**src/rtl/gate_truth_sequencer_pkg.sv**
```systemverilog
// Shared definitions for the gate truth-table sequencer: op encodings,
// FSM state encoding, counter widths and the vector-count helper.
package gate_truth_sequencer_pkg;

  localparam int unsigned OP_W  = 3;
  localparam int unsigned CNT_W = 4;

  localparam logic [OP_W-1:0] OP_NOT  = 3'd0;
  localparam logic [OP_W-1:0] OP_BUF  = 3'd1;
  localparam logic [OP_W-1:0] OP_AND  = 3'd2;
  localparam logic [OP_W-1:0] OP_OR   = 3'd3;
  localparam logic [OP_W-1:0] OP_NAND = 3'd4;
  localparam logic [OP_W-1:0] OP_NOR  = 3'd5;
  localparam logic [OP_W-1:0] OP_XOR  = 3'd6;
  localparam logic [OP_W-1:0] OP_XNOR = 3'd7;

  typedef enum logic [2:0] {
    ST_IDLE   = 3'd0,
    ST_APPLY  = 3'd1,
    ST_SETTLE = 3'd2,
    ST_CHECK  = 3'd3,
    ST_DONE   = 3'd4
  } state_t;

  // Number of input vectors swept for an op: single-input ops use bit 0 only.
  function automatic int unsigned vec_count(input logic [OP_W-1:0] op,
                                            input int unsigned n_in);
    if (op == OP_NOT || op == OP_BUF) return 32'd2;
    return 32'd1 << n_in;
  endfunction

endpackage

```
**src/rtl/gate_truth_sequencer_if.sv**
```systemverilog
// Control/status bundle between a self-test master and the sequencer.
//   master: drives start, abort, op_sel; observes busy, done, pass,
//           err_count, fail_valid, fail_vec.
//   slave : the sequencer side of the same signals.
interface gate_truth_sequencer_if
  import gate_truth_sequencer_pkg::*;
#(
  parameter int unsigned N_IN = 2
);
  logic            start;
  logic            abort;
  logic [OP_W-1:0] op_sel;
  logic            busy;
  logic            done;
  logic            pass;
  logic [N_IN:0]   err_count;
  logic            fail_valid;
  logic [N_IN-1:0] fail_vec;

  modport master (
    output start, abort, op_sel,
    input  busy, done, pass, err_count, fail_valid, fail_vec
  );

  modport slave (
    input  start, abort, op_sel,
    output busy, done, pass, err_count, fail_valid, fail_vec
  );
endinterface

```
**src/rtl/gate_truth_sequencer_ref.sv**
```systemverilog
// Combinational reference model of the gate under test.
//   op  : gate type (package encodings)
//   vec : applied input vector; NOT/BUF look at bit 0 only
//   y_c : expected gate output
module gate_truth_sequencer_ref
  import gate_truth_sequencer_pkg::*;
#(
  parameter int unsigned N_IN = 2
) (
  input  logic [OP_W-1:0] op,
  input  logic [N_IN-1:0] vec,
  output logic            y_c
);

  always_comb begin
    y_c = 1'b0;
    case (op)
      OP_NOT:  y_c = ~vec[0];
      OP_BUF:  y_c = vec[0];
      OP_AND:  y_c = &vec;
      OP_OR:   y_c = |vec;
      OP_NAND: y_c = ~&vec;
      OP_NOR:  y_c = ~|vec;
      OP_XOR:  y_c = ^vec;
      OP_XNOR: y_c = ~^vec;
      default: y_c = 1'b0;
    endcase
  end

endmodule

```
**src/rtl/gate_truth_sequencer.sv**
```systemverilog
// Sweeps every input vector into one gate under test, waits SETTLE cycles,
// compares the gate output with the reference model and reports the result.
//   clk, rst_n : clock, asynchronous active-low reset
//   ctl        : control/status bundle (slave side)
//   gut_in     : registered vector driven to the gate under test
//   gut_y      : gate under test output, sampled at the CHECK exit edge
module gate_truth_sequencer
  import gate_truth_sequencer_pkg::*;
#(
  parameter int unsigned N_IN   = 2,
  parameter int unsigned SETTLE = 2
) (
  input  logic                   clk,
  input  logic                   rst_n,
  gate_truth_sequencer_if.slave  ctl,
  output logic [N_IN-1:0]        gut_in,
  input  logic                   gut_y
);

  localparam int unsigned       ERR_W     = N_IN + 1;
  localparam logic [ERR_W-1:0]  ERR_MAX   = {1'b1, {N_IN{1'b0}}};
  localparam logic [CNT_W-1:0]  SETTLE_LD = CNT_W'(SETTLE);

  state_t            state_q, state_d;
  logic [OP_W-1:0]   op_q, op_d;
  logic [CNT_W-1:0]  cnt_q, cnt_d;
  logic [N_IN-1:0]   vec_q, vec_d;
  logic [ERR_W-1:0]  err_q, err_d;
  logic              fvalid_q, fvalid_d;
  logic [N_IN-1:0]   fvec_q, fvec_d;
  logic              busy_q, busy_d;
  logic              done_q, done_d;
  logic              pass_q, pass_d;
  logic              ref_y_c;
  logic              last_vec_c;
  logic              in_sweep_c;

  gate_truth_sequencer_ref #(.N_IN(N_IN)) u_ref (
    .op  (op_q),
    .vec (vec_q),
    .y_c (ref_y_c)
  );

  assign last_vec_c = (vec_q == N_IN'(vec_count(op_q, N_IN) - 32'd1));
  assign in_sweep_c = (state_q == ST_APPLY) || (state_q == ST_SETTLE) ||
                      (state_q == ST_CHECK);

  // Next-state and result update; abort outranks any CHECK update.
  always_comb begin
    state_d  = state_q;
    op_d     = op_q;
    cnt_d    = cnt_q;
    vec_d    = vec_q;
    err_d    = err_q;
    fvalid_d = fvalid_q;
    fvec_d   = fvec_q;
    done_d   = 1'b0;
    pass_d   = pass_q;

    if (in_sweep_c && ctl.abort) begin
      state_d = ST_IDLE;
      vec_d   = '0;
      pass_d  = 1'b0;
    end else begin
      case (state_q)
        ST_IDLE: begin
          if (ctl.start) begin
            state_d  = ST_APPLY;
            op_d     = ctl.op_sel;
            vec_d    = '0;
            err_d    = '0;
            fvalid_d = 1'b0;
            fvec_d   = '0;
            pass_d   = 1'b0;
          end
        end
        ST_APPLY: begin
          cnt_d   = SETTLE_LD;
          state_d = (SETTLE_LD == '0) ? ST_CHECK : ST_SETTLE;
        end
        ST_SETTLE: begin
          if (cnt_q <= CNT_W'(1)) state_d = ST_CHECK;
          else                    cnt_d   = cnt_q - CNT_W'(1);
        end
        ST_CHECK: begin
          if (gut_y != ref_y_c) begin
            if (err_q != ERR_MAX) err_d = err_q + ERR_W'(1);
            if (!fvalid_q) begin
              fvalid_d = 1'b1;
              fvec_d   = vec_q;
            end
          end
          if (last_vec_c) begin
            state_d = ST_DONE;
            done_d  = 1'b1;
            pass_d  = (err_d == '0);
          end else begin
            state_d = ST_APPLY;
            vec_d   = vec_q + N_IN'(1);
          end
        end
        ST_DONE: state_d = ST_IDLE;
        default: state_d = ST_IDLE;
      endcase
    end

    busy_d = (state_d != ST_IDLE);
  end

  // State and output registers.
  always_ff @(posedge clk or negedge rst_n) begin
    if (!rst_n) begin
      state_q  <= ST_IDLE;
      op_q     <= OP_NOT;
      cnt_q    <= '0;
      vec_q    <= '0;
      err_q    <= '0;
      fvalid_q <= 1'b0;
      fvec_q   <= '0;
      busy_q   <= 1'b0;
      done_q   <= 1'b0;
      pass_q   <= 1'b0;
    end else begin
      state_q  <= state_d;
      op_q     <= op_d;
      cnt_q    <= cnt_d;
      vec_q    <= vec_d;
      err_q    <= err_d;
      fvalid_q <= fvalid_d;
      fvec_q   <= fvec_d;
      busy_q   <= busy_d;
      done_q   <= done_d;
      pass_q   <= pass_d;
    end
  end

  assign gut_in         = vec_q;
  assign ctl.busy       = busy_q;
  assign ctl.done       = done_q;
  assign ctl.pass       = pass_q;
  assign ctl.err_count  = err_q;
  assign ctl.fail_valid = fvalid_q;
  assign ctl.fail_vec   = fvec_q;

endmodule

```
**src/flat_wrapper.sv**
```systemverilog
// flat-port wrapper written by rule: the top's interface ports become plain ports
module gate_truth_sequencer_flat import gate_truth_sequencer_pkg::*;
#(
  parameter int unsigned N_IN   = 2,
  parameter int unsigned SETTLE = 2
)
  (clk, rst_n, gut_in, gut_y, ctl_start, ctl_abort, ctl_op_sel, ctl_busy, ctl_done, ctl_pass, ctl_err_count, ctl_fail_valid, ctl_fail_vec);
  gate_truth_sequencer_if #(.N_IN(N_IN)) ctl_i ();
  input  logic clk;
  input  logic rst_n;
  output logic [N_IN-1:0] gut_in;
  input  logic gut_y;
  input wire logic [$bits(ctl_i.start)-1:0] ctl_start;
  input wire logic [$bits(ctl_i.abort)-1:0] ctl_abort;
  input wire logic [$bits(ctl_i.op_sel)-1:0] ctl_op_sel;
  output wire logic [$bits(ctl_i.busy)-1:0] ctl_busy;
  output wire logic [$bits(ctl_i.done)-1:0] ctl_done;
  output wire logic [$bits(ctl_i.pass)-1:0] ctl_pass;
  output wire logic [$bits(ctl_i.err_count)-1:0] ctl_err_count;
  output wire logic [$bits(ctl_i.fail_valid)-1:0] ctl_fail_valid;
  output wire logic [$bits(ctl_i.fail_vec)-1:0] ctl_fail_vec;
  assign ctl_i.start = ctl_start;
  assign ctl_i.abort = ctl_abort;
  assign ctl_i.op_sel = ctl_op_sel;
  assign ctl_busy = ctl_i.busy;
  assign ctl_done = ctl_i.done;
  assign ctl_pass = ctl_i.pass;
  assign ctl_err_count = ctl_i.err_count;
  assign ctl_fail_valid = ctl_i.fail_valid;
  assign ctl_fail_vec = ctl_i.fail_vec;
  gate_truth_sequencer #(.N_IN(N_IN), .SETTLE(SETTLE)) u_core (.clk(clk), .rst_n(rst_n), .ctl(ctl_i), .gut_in(gut_in), .gut_y(gut_y));
endmodule
```
**config.mk**
```make
export PLATFORM = sky130hd
export DESIGN_NAME = gate_truth_sequencer_flat
export DESIGN_NICKNAME = d
export VERILOG_FILES = /design/src/rtl/gate_truth_sequencer_pkg.sv /design/src/rtl/gate_truth_sequencer_if.sv /design/src/rtl/gate_truth_sequencer_ref.sv /design/src/rtl/gate_truth_sequencer.sv /design/src/flat_wrapper.sv
export SDC_FILE = /design/constraint.sdc
export NUM_CORES = 1
export LEC_CHECK = 0
export ABC_AREA = 1
export CAP_MARGIN = 30
export CORE_ASPECT_RATIO = 0.9
export CORE_UTILIZATION = 25
export DETAILED_ROUTE_END_ITERATION = 10
export GPL_TIMING_DRIVEN = 0
export PLACE_DENSITY = 0.54
export REMOVE_ABC_BUFFERS = 1
export SETUP_SLACK_MARGIN = 0.3
export SYNTH_ARGS = -nofsm -noshare
export SYNTH_HDL_FRONTEND = slang
export SYNTH_SLANG_ARGS = --single-unit
```
**constraint.sdc**
```tcl
create_clock -name clk -period 2 [get_ports clk]
set_input_delay 0.2 -clock clk [delete_from_list [all_inputs] [get_ports clk]]
set_output_delay 0.2 -clock clk [all_outputs]
set_load 0.02 [all_outputs]
```
==> run summary <==
outcome: finished clean
largest net degree at the start of global routing: 18
vias in the first global route: 1,130
number of buffers on the longest clock path: 2
Avg WL per Cell: 11.5 um
accumulated negative setup slack: 0 ps
setup violators final: 0
row count: 24
count of synthesis-stage warnings from yosys: 0
largest fanout of any net on the critical path: 4
number of antenna violations at the first check in global routing: 0
number of DRC violations after detailed-routing iteration 0: 69
kind of start point of the critical path: flop
HPWL Detailed: 2070 um
number of enable flip-flop cells after synthesis: 0
Crit path required time: 2210 ps
Highest Clock Rate: 0.587 GHz
overflow left after global routing: 0
number of synthesized register bits: 21
Synth Cell Area: 0.00126 mm2
post-route fraction of the period consumed by the critical path: 85.2%
clock latency on the worst-skew pair: 260 ps
kind of critical path: flop to flop
min cycle time layout: 1700 ps
total routing usage reported by global routing: 12.3%
number of different library cells in the post-synthesis netlist: 28
cts bufs inserted: 3
area fraction in compound gates after synthesis: 11.3%
Avg Synthesized Cell Area: 7.97 um2
library cell with the highest instance count after synthesis: sky130_fd_sc_hd__nand2_1
Final Max Slew Viols: 0
area enclosed by the die boundary: 0.00533 mm2
proportion of synthesized flip-flops having asynchronous set or reset: 100%
Via density: 4.44
number of instances in the synthesized netlist: 158
horizontal extent of the die: 76.8 um
max_slew headroom: 76.2%
classification of the worst-slack hold path: input port to async pin
Pleak: 0.810 nW
Pwr Density: 1170 mW/mm2
Initial Util: 26.1%
unrepaired setup endpoints after global routing: yes
multiplexer area fraction after synthesis: 0%
proportion of synthesized chip area in sequential cells: 41.7%
worst IR drop on VDD: 0.410 mV
simple logic cell fraction of the synthesized area: 29.3%
number of detailed-routing iterations run before antenna repair: 4
final wirelength: 2940 um
GPL Wtd Cong: 0.812
leading post-synthesis cells by instance count: sky130_fd_sc_hd__nand2_1, sky130_fd_sc_hd__dfrtp_1, sky130_fd_sc_hd__inv_1
library cell with the largest summed area after synthesis: sky130_fd_sc_hd__dfrtp_1
antenna cell count: 0
I/O pin total: 19
Area contributors post-synth: sky130_fd_sc_hd__dfrtp_1, sky130_fd_sc_hd__nand2_1, sky130_fd_sc_hd__ha_1, sky130_fd_sc_hd__inv_1, sky130_fd_sc_hd__nand3_1
area share of xor/xnor cells in the synthesized design: 2.78%
Post-Layout Cell Count: 255
main combinational cell family by area after synthesis: simple AND/OR/NAND/NOR gates
fraction of final layout cells sized beyond drive strength 1: 35.8%
predominant post-synthesis flop cell: sky130_fd_sc_hd__dfrtp_1
clock tree from TritonCTS: yes
# port buffers: 18
Max Cap Violations: 0
crit path capture type: flop
clock transition at the register clock pins on the worst setup and hold paths after CTS: 80 ps
slew at the pin closest to its max-slew limit: 355 ps
Via Count: 1,132
fin nets: 205
root buf cell: sky130_fd_sc_hd__clkbuf_8
Floorplan Core Area: 0.00483 mm2
Yosys top cell area share: 41.7%
cts hold-fix bufs: 0
DRC viols: 0
worst reg-to-reg setup slack: 300 ps
clk_skew: 1.88 ps
TritonCTS sink count: 21
post-synthesis adder-cell area fraction: 5.96%
number of H-tree branching levels: 1
hold violation count in the final report: 0
antenna violation net count after detailed routing: 0
instance count after placement with tap cells included: 242
vertical extent of the die: 69.4 um
global-route wire length before repair: 5200 um
Data arrival, critical path: 1910 ps
layout-stage area growth over the synthesis result: 42.8%
kinds of logic (layout without fill, tap and decap cells):
group,count (synthesis),after routing
and+or+nand+nor,73,73
adders and majority gates,6,6
buffers and inverters,30,62
xor gates and xnor gates,4,4
AOI/OAI and AO/OA,24,24
DFF,21,21
flip-flops by register name, summed over array words and instances (netlist names), 2 cells and up:
register and flops:
u_core.cnt_q 4, u_core.ctl.err_count 3, u_core.ctl.fail_vec 2, u_core.gut_in 2
u_core.op_q 3, u_core.state_q 3
area by class of cell:
class | instances | area [um2]
tap | 65 | 81.3
fill | 501 | 3040
timing repair buffer | 28 | 289
multi-input combinational | 107 | 742
inverter | 30 | 113
clock inverter | 1 | 5.00
sequential | 21 | 528
clock buffer | 3 | 41.3
metrics by stage:
| step | instance area [um2] | util [%] | total power, mW | setup WS, ps | hold WS [ps] |
|---|---|---|---|---|---|
| after global routing | 1800 | 37.2 | 2.29 | 177 | 213 |
| after floorplan | 1260 | - | 1.27 | 127 | -95.6 |
| after CTS | 1670 | 34.5 | 1.92 | 291 | 213 |
| after detailed placement | 1550 | 32.0 | 1.52 | 2.27 | 469 |
| final | 1800 | 37.2 | 2.10 | 296 | 203 |
| after global placement | 1520 | 31.5 | 1.50 | -2.38 | 462 |
path summary, 6_finish.rpt:
| kind | cells past startpoint | end | from |
|---|---|---|---|
| setup / recovery | 13 | u_core.ctl.pass | u_core.gut_in[1] |
| hold / removal | 1 | u_core.ctl.fail_vec[1] | rst_n |
| setup reg to reg | 13 | u_core.ctl.pass | u_core.gut_in[1] |
| hold reg to reg | 2 | u_core.ctl.fail_vec[0] | u_core.ctl.fail_vec[0] |
| max in group asynchronous | 2 | u_core.gut_in[0] | rst_n |
| min in group clk | 2 | u_core.ctl.fail_vec[0] | u_core.ctl.fail_vec[0] |
placed cells by master, fill, tap and decap left out, types with 2 or more instances in the layout:
cell	netlist	routed
sky130_fd_sc_hd__a21oi_1	8	6
sky130_fd_sc_hd__a21oi_2	0	2
sky130_fd_sc_hd__buf_4	0	6
sky130_fd_sc_hd__buf_6	0	3
sky130_fd_sc_hd__clkbuf_8	0	3
sky130_fd_sc_hd__clkdlybuf4s50_1	0	17
sky130_fd_sc_hd__dfrtp_1	21	19
sky130_fd_sc_hd__dfrtp_2	0	2
sky130_fd_sc_hd__ha_1	6	4
sky130_fd_sc_hd__ha_4	0	2
sky130_fd_sc_hd__inv_1	18	14
sky130_fd_sc_hd__inv_2	12	16
sky130_fd_sc_hd__nand2_1	31	21
sky130_fd_sc_hd__nand2_2	3	12
sky130_fd_sc_hd__nand2_4	1	2
sky130_fd_sc_hd__nand3_1	12	7
sky130_fd_sc_hd__nand3_2	2	6
sky130_fd_sc_hd__nand3_4	1	2
sky130_fd_sc_hd__nand4_1	4	4
sky130_fd_sc_hd__nor2_1	13	11
sky130_fd_sc_hd__nor2_2	2	3
sky130_fd_sc_hd__nor2_4	1	2
sky130_fd_sc_hd__o211ai_1	2	2
sky130_fd_sc_hd__o21ai_0	5	3
sky130_fd_sc_hd__o21ai_1	2	4
sky130_fd_sc_hd__o21ai_2	2	2
sky130_fd_sc_hd__o22ai_1	2	2
sky130_fd_sc_hd__xor2_1	3	3
report_power, final:
group,total [mW],switching (mW),internal (mW)
logic,1.20,0.716,0.487
registers,0.615,0.0893,0.525
clock network,0.285,0.146,0.139
repair_timing:
action                     CTS  global route
setup endpoints to repair    7            12
pin swaps                    3            17
buffers inserted             6             3
resized for setup            8            31
worst max-delay path, cell delays in order (launching register included):
cell,delay (ps)
sky130_fd_sc_hd__dfrtp_2,430
sky130_fd_sc_hd__inv_2,90
sky130_fd_sc_hd__ha_4,210
sky130_fd_sc_hd__inv_2,50
sky130_fd_sc_hd__nand2_2,40
sky130_fd_sc_hd__nand3_2,80
sky130_fd_sc_hd__nand3_4,110
sky130_fd_sc_hd__nand2_4,90
sky130_fd_sc_hd__nand3_4,100
sky130_fd_sc_hd__nand3_2,100
sky130_fd_sc_hd__nand2_2,80
sky130_fd_sc_hd__nor2_2,130
sky130_fd_sc_hd__nand3_2,70
sky130_fd_sc_hd__nand2_1,70
per-layer routing:
metal | global-route usage, % | wire (um) | vias to the layer above
li1 | - | - | 584
met1 | 17.3 | 1450 | 516
met2 | 18.6 | 1350 | 24
met3 | 2.76 | 86 | 8
met4 | 4.06 | 62 | 0
met5 | 0 | 0 | -
No activity file was read; power rests on OpenSTA's default activity.
